===== config.mk =====
export PLATFORM = sky130hd
export DESIGN_NAME = tmds_serializer_flat
export DESIGN_NICKNAME = d
export VERILOG_FILES = /design/src/rtl/tmds_serializer_if.sv /design/src/rtl/tmds_serializer.sv /design/src/flat_wrapper.sv
export SDC_FILE = /design/constraint.sdc
export NUM_CORES = 1
export LEC_CHECK = 0
export ABC_AREA = 0
export CORE_ASPECT_RATIO = 1.1
export CORE_MARGIN = 2
export CORE_UTILIZATION = 35
export DETAILED_ROUTE_END_ITERATION = 10
export MAX_ROUTING_LAYER = met4
export SLEW_MARGIN = 20
export SYNTH_ARGS = -nofsm -noshare
export SYNTH_HDL_FRONTEND = slang
export SYNTH_SLANG_ARGS = --single-unit

===== constraint.sdc =====
create_clock -name clk -period 1.7 [get_ports clk]
set_clock_uncertainty 0.15 [all_clocks]
set_input_delay 0.34 -clock clk [delete_from_list [all_inputs] [get_ports clk]]
set_output_delay 0.34 -clock clk [all_outputs]
set_load 0.02 [all_outputs]

===== src/rtl/tmds_serializer_if.sv =====
// ---------------------------------------------------------------------------
// tmds_serializer_if
// Symbol-set input channel of tmds_serializer.
//
// Handshake: a symbol set moves from master to slave on a rising clock edge
// where in_valid and in_ready are both high. in_ready does not depend on
// in_valid. in_data is ignored whenever in_ready is low.
//
// Signals:
//   in_valid  master -> slave  in_data holds a symbol set
//   in_ready  slave -> master  symbol set is accepted this cycle
//   in_data   master -> slave  lane c occupies [c*WORD_W +: WORD_W]
// ---------------------------------------------------------------------------
interface tmds_serializer_if #(
    parameter int NUM_CH = 3,
    parameter int WORD_W = 10
);
    logic                       in_valid;
    logic                       in_ready;
    logic [NUM_CH*WORD_W-1:0]   in_data;

    modport master (output in_valid, output in_data, input in_ready);
    modport slave  (input in_valid, input in_data, output in_ready);
endinterface


===== src/rtl/tmds_serializer.sv =====
// ---------------------------------------------------------------------------
// tmds_serializer
// Parallel-to-serial converter for NUM_CH TMDS lanes. Every N = WORD_W/BPC
// clocks one symbol set is loaded (or IDLE_WORD on underrun) and emitted
// BPC bits per clock per lane, LSB first, with no gaps between symbols.
//
// Ports:
//   clk          serial-rate clock, the only clock of the block
//   rst_n        asynchronous active-low reset
//   en           serializer enable; low forces phase and outputs to zero
//   sym          symbol-set input channel (tmds_serializer_if.slave)
//   dout         lane c at [c*BPC +: BPC], bit 0 earliest in time
//   underrun     sticky: a load slot passed without valid data
//   underrun_clr single-cycle clear of underrun (a new underrun wins)
//   clk_lane     serialized pixel-clock pattern (TMDS_SER_CLKLANE_EN only)
//
// Optional feature macro: TMDS_SER_CLKLANE_EN adds the clock lane.
// ---------------------------------------------------------------------------
module tmds_serializer #(
    parameter int                NUM_CH    = 3,
    parameter int                WORD_W    = 10,
    parameter int                BPC       = 2,
    parameter logic [WORD_W-1:0] IDLE_WORD = 10'b1101010100
) (
    input  logic                    clk,
    input  logic                    rst_n,
    input  logic                    en,
    tmds_serializer_if.slave        sym,
    output logic [NUM_CH*BPC-1:0]   dout,
    output logic                    underrun,
    input  logic                    underrun_clr
`ifdef TMDS_SER_CLKLANE_EN
    ,
    output logic [BPC-1:0]          clk_lane
`endif
);

    localparam int N    = WORD_W / BPC;
    localparam int PH_W = (N > 1) ? $clog2(N) : 1;

    generate
        if ((WORD_W % BPC) != 0 || !(BPC == 1 || BPC == 2 || BPC == 4)) begin : g_bad_cfg
            $error("tmds_serializer: BPC must be 1, 2 or 4 and divide WORD_W");
        end
    endgenerate

    logic [PH_W-1:0]                phase;
    logic [NUM_CH-1:0][WORD_W-1:0]  sr;
    logic [NUM_CH-1:0][WORD_W-1:0]  cur_w;
    logic [NUM_CH-1:0][WORD_W-1:0]  sr_nxt;
    logic [NUM_CH*BPC-1:0]          dout_nxt;
    logic                           load;

    // rst_n is folded in so in_ready is low for the whole time reset is held.
    assign load         = rst_n && en && (phase == '0);
    assign sym.in_ready = load;

    // On a load the fresh word's low bits go straight to dout and the shift
    // register keeps the remainder, so the first bits appear one cycle after
    // acceptance and the last bits N cycles after it.
    always_comb begin
        cur_w    = sr;
        sr_nxt   = '0;
        dout_nxt = '0;
        for (int c = 0; c < NUM_CH; c++) begin
            if (load) begin
                cur_w[c] = sym.in_valid ? sym.in_data[c*WORD_W +: WORD_W] : IDLE_WORD;
            end
            sr_nxt[c]                = cur_w[c] >> BPC;
            dout_nxt[c*BPC +: BPC]   = cur_w[c][BPC-1:0];
        end
    end

    always_ff @(posedge clk or negedge rst_n) begin
        if (!rst_n) begin
            phase    <= '0;
            sr       <= '0;
            dout     <= '0;
            underrun <= 1'b0;
        end else if (!en) begin
            // Any partial symbol is dropped; the next enable starts a fresh load.
            phase <= '0;
            sr    <= '0;
            dout  <= '0;
            if (underrun_clr) begin
                underrun <= 1'b0;
            end
        end else begin
            phase <= (phase == PH_W'(N - 1)) ? '0 : phase + 1'b1;
            sr    <= sr_nxt;
            dout  <= dout_nxt;
            if (load && !sym.in_valid) begin
                underrun <= 1'b1;
            end else if (underrun_clr) begin
                underrun <= 1'b0;
            end
        end
    end

`ifdef TMDS_SER_CLKLANE_EN
    // Half the symbol period high then low, ones in the low (earliest) bits.
    localparam logic [WORD_W-1:0] CLK_PAT =
        {{(WORD_W - WORD_W/2){1'b0}}, {(WORD_W/2){1'b1}}};

    logic [WORD_W-1:0] clk_sr;
    logic [WORD_W-1:0] clk_cur;

    assign clk_cur = load ? CLK_PAT : clk_sr;

    always_ff @(posedge clk or negedge rst_n) begin
        if (!rst_n) begin
            clk_sr   <= '0;
            clk_lane <= '0;
        end else if (!en) begin
            clk_sr   <= '0;
            clk_lane <= '0;
        end else begin
            clk_sr   <= clk_cur >> BPC;
            clk_lane <= clk_cur[BPC-1:0];
        end
    end
`endif

endmodule

===== src/flat_wrapper.sv =====
// flat-port wrapper written by rule: the top's interface ports become plain ports
module tmds_serializer_flat 
#(
    parameter int                NUM_CH    = 3,
    parameter int                WORD_W    = 10,
    parameter int                BPC       = 2,
    parameter logic [WORD_W-1:0] IDLE_WORD = 10'b1101010100
)
  (clk, rst_n, en, dout, underrun, underrun_clr, sym_in_valid, sym_in_data, sym_in_ready);
  tmds_serializer_if #(.NUM_CH(NUM_CH), .WORD_W(WORD_W)) sym_i ();
  input  logic clk;
  input  logic rst_n;
  input  logic en;
  output logic [NUM_CH*BPC-1:0] dout;
  output logic underrun;
  input  logic underrun_clr;
  input wire logic [$bits(sym_i.in_valid)-1:0] sym_in_valid;
  input wire logic [$bits(sym_i.in_data)-1:0] sym_in_data;
  output wire logic [$bits(sym_i.in_ready)-1:0] sym_in_ready;
  assign sym_i.in_valid = sym_in_valid;
  assign sym_i.in_data = sym_in_data;
  assign sym_in_ready = sym_i.in_ready;
  tmds_serializer #(.NUM_CH(NUM_CH), .WORD_W(WORD_W), .BPC(BPC), .IDLE_WORD(IDLE_WORD)) u_core (.clk(clk), .rst_n(rst_n), .en(en), .sym(sym_i), .dout(dout), .underrun(underrun), .underrun_clr(underrun_clr));
endmodule

==> flow_summary_export.csv <==
group,metric,value,unit
logic_synthesis,synthSimpleGateAreaFrac,17.0,%
worst_hold_path,hold_class,"primary input to asynchronous set/reset pin",
logic_synthesis,syn_inst,141,
placed_design,dp_cells,233,
clock_network,cts_sinks,34,
placed_design,place_area,0.00199,sq mm
grt,top_usage_layer,"met2",
grt,met2_usage,25.3,%
clock_network,htreeDepth,2,
worst_setup_path,start_kind,"flip-flop",
logic_synthesis,synth_compound_area_share,2.90,%
clock_network,cts_buffers,5,
logic_synthesis,synthXorXnorAreaFrac,0,%
routing,first_pass_iters,4,
worst_setup_path,critPathRequiredTime,1.21,ns
clock_network,clockBufferDepth,2,
logic_synthesis,synth_area_leaders,"dfrtp_1 56%, mux2i_1 16%, nand2_1 10%",
sta,finalCriticalPeriod,1.68,ns
final_layout,drive_gt1_share,9.63,%
final_layout,fillCellCount,415,
routing,drt-initial-drc-count,59,
routing,drc,0,
clock_network,cts_tree,"built",
pwr,powerDensity,833,mW/mm^2
clock_network,clkLatencyLatePin,0.28,ns
logic_synthesis,avgSynthCellArea,10.7,sq um
pwr,p_leak,1.15,nW
routing,postRouteAntennaNets,0,
die,die_x,66.6,um
final_layout,diodes,0,
grt,grt_use_met1,14.5,%
final_layout,syn2layout_area_growth,38.1,%
flow_run,maxCapViolations,0,
sta,tightest_slew,0.475,ns
worst_setup_path,crit_path_end_kind,"output port",
logic_synthesis,synth_top_cell_by_area,"dfrtp_1",
grt,grt_pass1_vias,1134,
sta,setup_tns,0,ns
logic_synthesis,yosys-top-cells-count,"40 x nand2_1, 34 x dfrtp_1, 24 x mux2i_1, 10 x inv_1, 10 x nor2b_1",
logic_synthesis,syn_area,0.00151,sq mm
die,rows,25,
worst_setup_path,crit_path_max_fanout,2,
grt,antenna_found_initial,0,
placed_design,io_buffers,42,
logic_synthesis,async_flop_share,100,%
routing,via_per_inst,4.52,
grt,grt_max_degree,35,
sta,rsz0062_at_grt,"true",
routing,num_vias,1089,
die,dieArea,0.00485,sq mm
logic_synthesis,synth_top_area_share,56.4,%
final_layout,final_area,0.00208,sq mm
routing,wirelength,2960,um
sta,drv_slew,0,
grt,use_met3,3.24,%
sta,finalCritPeriodShare,98.7,%
logic_synthesis,yosysMostFrequentCell,"nand2_1",
pwr,peakVddDrop,0.000443,V
logic_synthesis,yosys_warnings,0,
clock_network,path_clk_slew,0.06,ns
placed_design,dpl.hpwl,1930,um
final_layout,final_nets,224,
run_status,violations,"negative hold slack",
logic_synthesis,synth.area.mux_share,15.9,%
sta,max_freq,0.596,GHz
grt,grt_pass1_wl,4950,um
clock_network,cts_hold_buf,0,
logic_synthesis,ys_seq_area_share,56.4,%
routing,avgRoutedWirePerCell,12.3,um
run_status,outcome,"complete, but fails checks",
grt,grtUsageTotal,14.3,%
final_layout,finalNonFillerCells,241,
sta,setup_violations,0,
die,initial_core_util,35.7,%
grt,overflow,0,
logic_synthesis,synth_top_family_by_area,"simple AND/OR/NAND/NOR gates",
die,die_h,72.9,um
sta,holdWs,-0.000269,ns
logic_synthesis,synth_ff_type,"dfrtp_1",
logic_synthesis,synth_cell_types,16,
sta,max_slew_margin,68.3,%
clock_network,cts_root_buf,"clkbuf_8",
logic_synthesis,synth-edff-count,0,
logic_synthesis,ys_ff_latch,34,
placed_design,globalplace.congestion,0.648,
logic_synthesis,syn-num-nets,178,
worst_setup_path,critical_path_class,"flip-flop to output port",
logic_synthesis,synth-adder-area-share,1.66,%
die,core_area,0.00422,sq mm
worst_setup_path,arrival,1.19,ns
die,io_pins,43,
sta,final_hold_viol_count,1,
sequential cells by signal, summed over array words and instances, names as in the netlist:
signal / cells
u_core.phase: 3
u_core.underrun: 1
u_core.sr: 24
u_core.dout: 6
critical path, cell delays in order, from the launching register on:
cell and delay (ns):
dfrtp_1 0.40, inv_2 0.08, ha_4 0.14, nand4b_4 0.11, inv_2 0.07, buf_6 0.11
repair_timing:
item	CTS	global route
endpoints found under the setup margin	12	13
buffers inserted	0	1
pin swaps	1	0
resized for setup	16	2
cells in the final DEF, fill, tap and decap left out, drive strengths merged:
cell type       n
nand2          40
dfrtp          34
clkdlybuf4s50  33
mux2i          24
nor2b          10
inv            10
buf             8
clkbuf          7
a21oi           6
dlygate4sd2     5
and3            2
dlymetal6s2s    2
ha              2
nand4b          1
nor3b           1
o21a            1
o22ai           1
through the flow:
step	util [%]	total power, mW	setup WS, ns
after floorplan	-	1.04	0.0687
after global placement	47.1	1.19	-0.484
after detailed placement	47.1	1.20	-0.484
after CTS	49.0	1.76	-0.00914
after global routing	49.3	1.84	-0.0613
final	49.3	1.73	0.0219
worst paths after layout:
kind	from	to	slack [ns]	cells after the start
worst max register to register	u_core.phase[0]$_DFF_PN0_	u_core.dout[0]$_DFF_PN0_	0.08	5
worst min register to register	u_core.sr[25]$_DFF_PN0_	u_core.sr[23]$_DFF_PN0_	0.36	2
worst max-delay path	u_core.phase[0]$_DFF_PN0_	sym_in_ready	0.02	5
worst min-delay path	rst_n	u_core.dout[5]$_DFF_PN0_	-0.0003	2
min in group clk	u_core.sr[25]$_DFF_PN0_	u_core.sr[23]$_DFF_PN0_	0.36	2
max in group asynchronous	rst_n	u_core.sr[25]$_DFF_PN0_	1.09	2
metal layers:
layer  wire length [um]  share of wire, %
met5                  0                 0
met4                 38               1.3
met3                162               5.5
met2               1550                52
met1               1210                41
kinds of logic after synthesis:
kind of cell	count (synthesis)
and+or+nand+nor	54
DFF	34
muxes	24
buffers and inverters	19
AOI/OAI and AO/OA	8
adders and majority gates	2
where the power goes:
part | switching [mW] | internal [mW]
logic | 0.137 | 0.164
clock network | 0.268 | 0.282
registers | 0.0175 | 0.866
total | 0.422 | 1.31
area by class of cell:
cell class              count  area, sq um  area share [%]
flip-flops and latches     34          851            40.8
multi-input cells          88          578            27.7
repair buffers             48          473            22.7
clock buffers               7         76.3            3.66
well taps                  54         67.6            3.24
inverters                  10         37.5            1.80
Note: power is estimated with default switching activity, not from simulation.
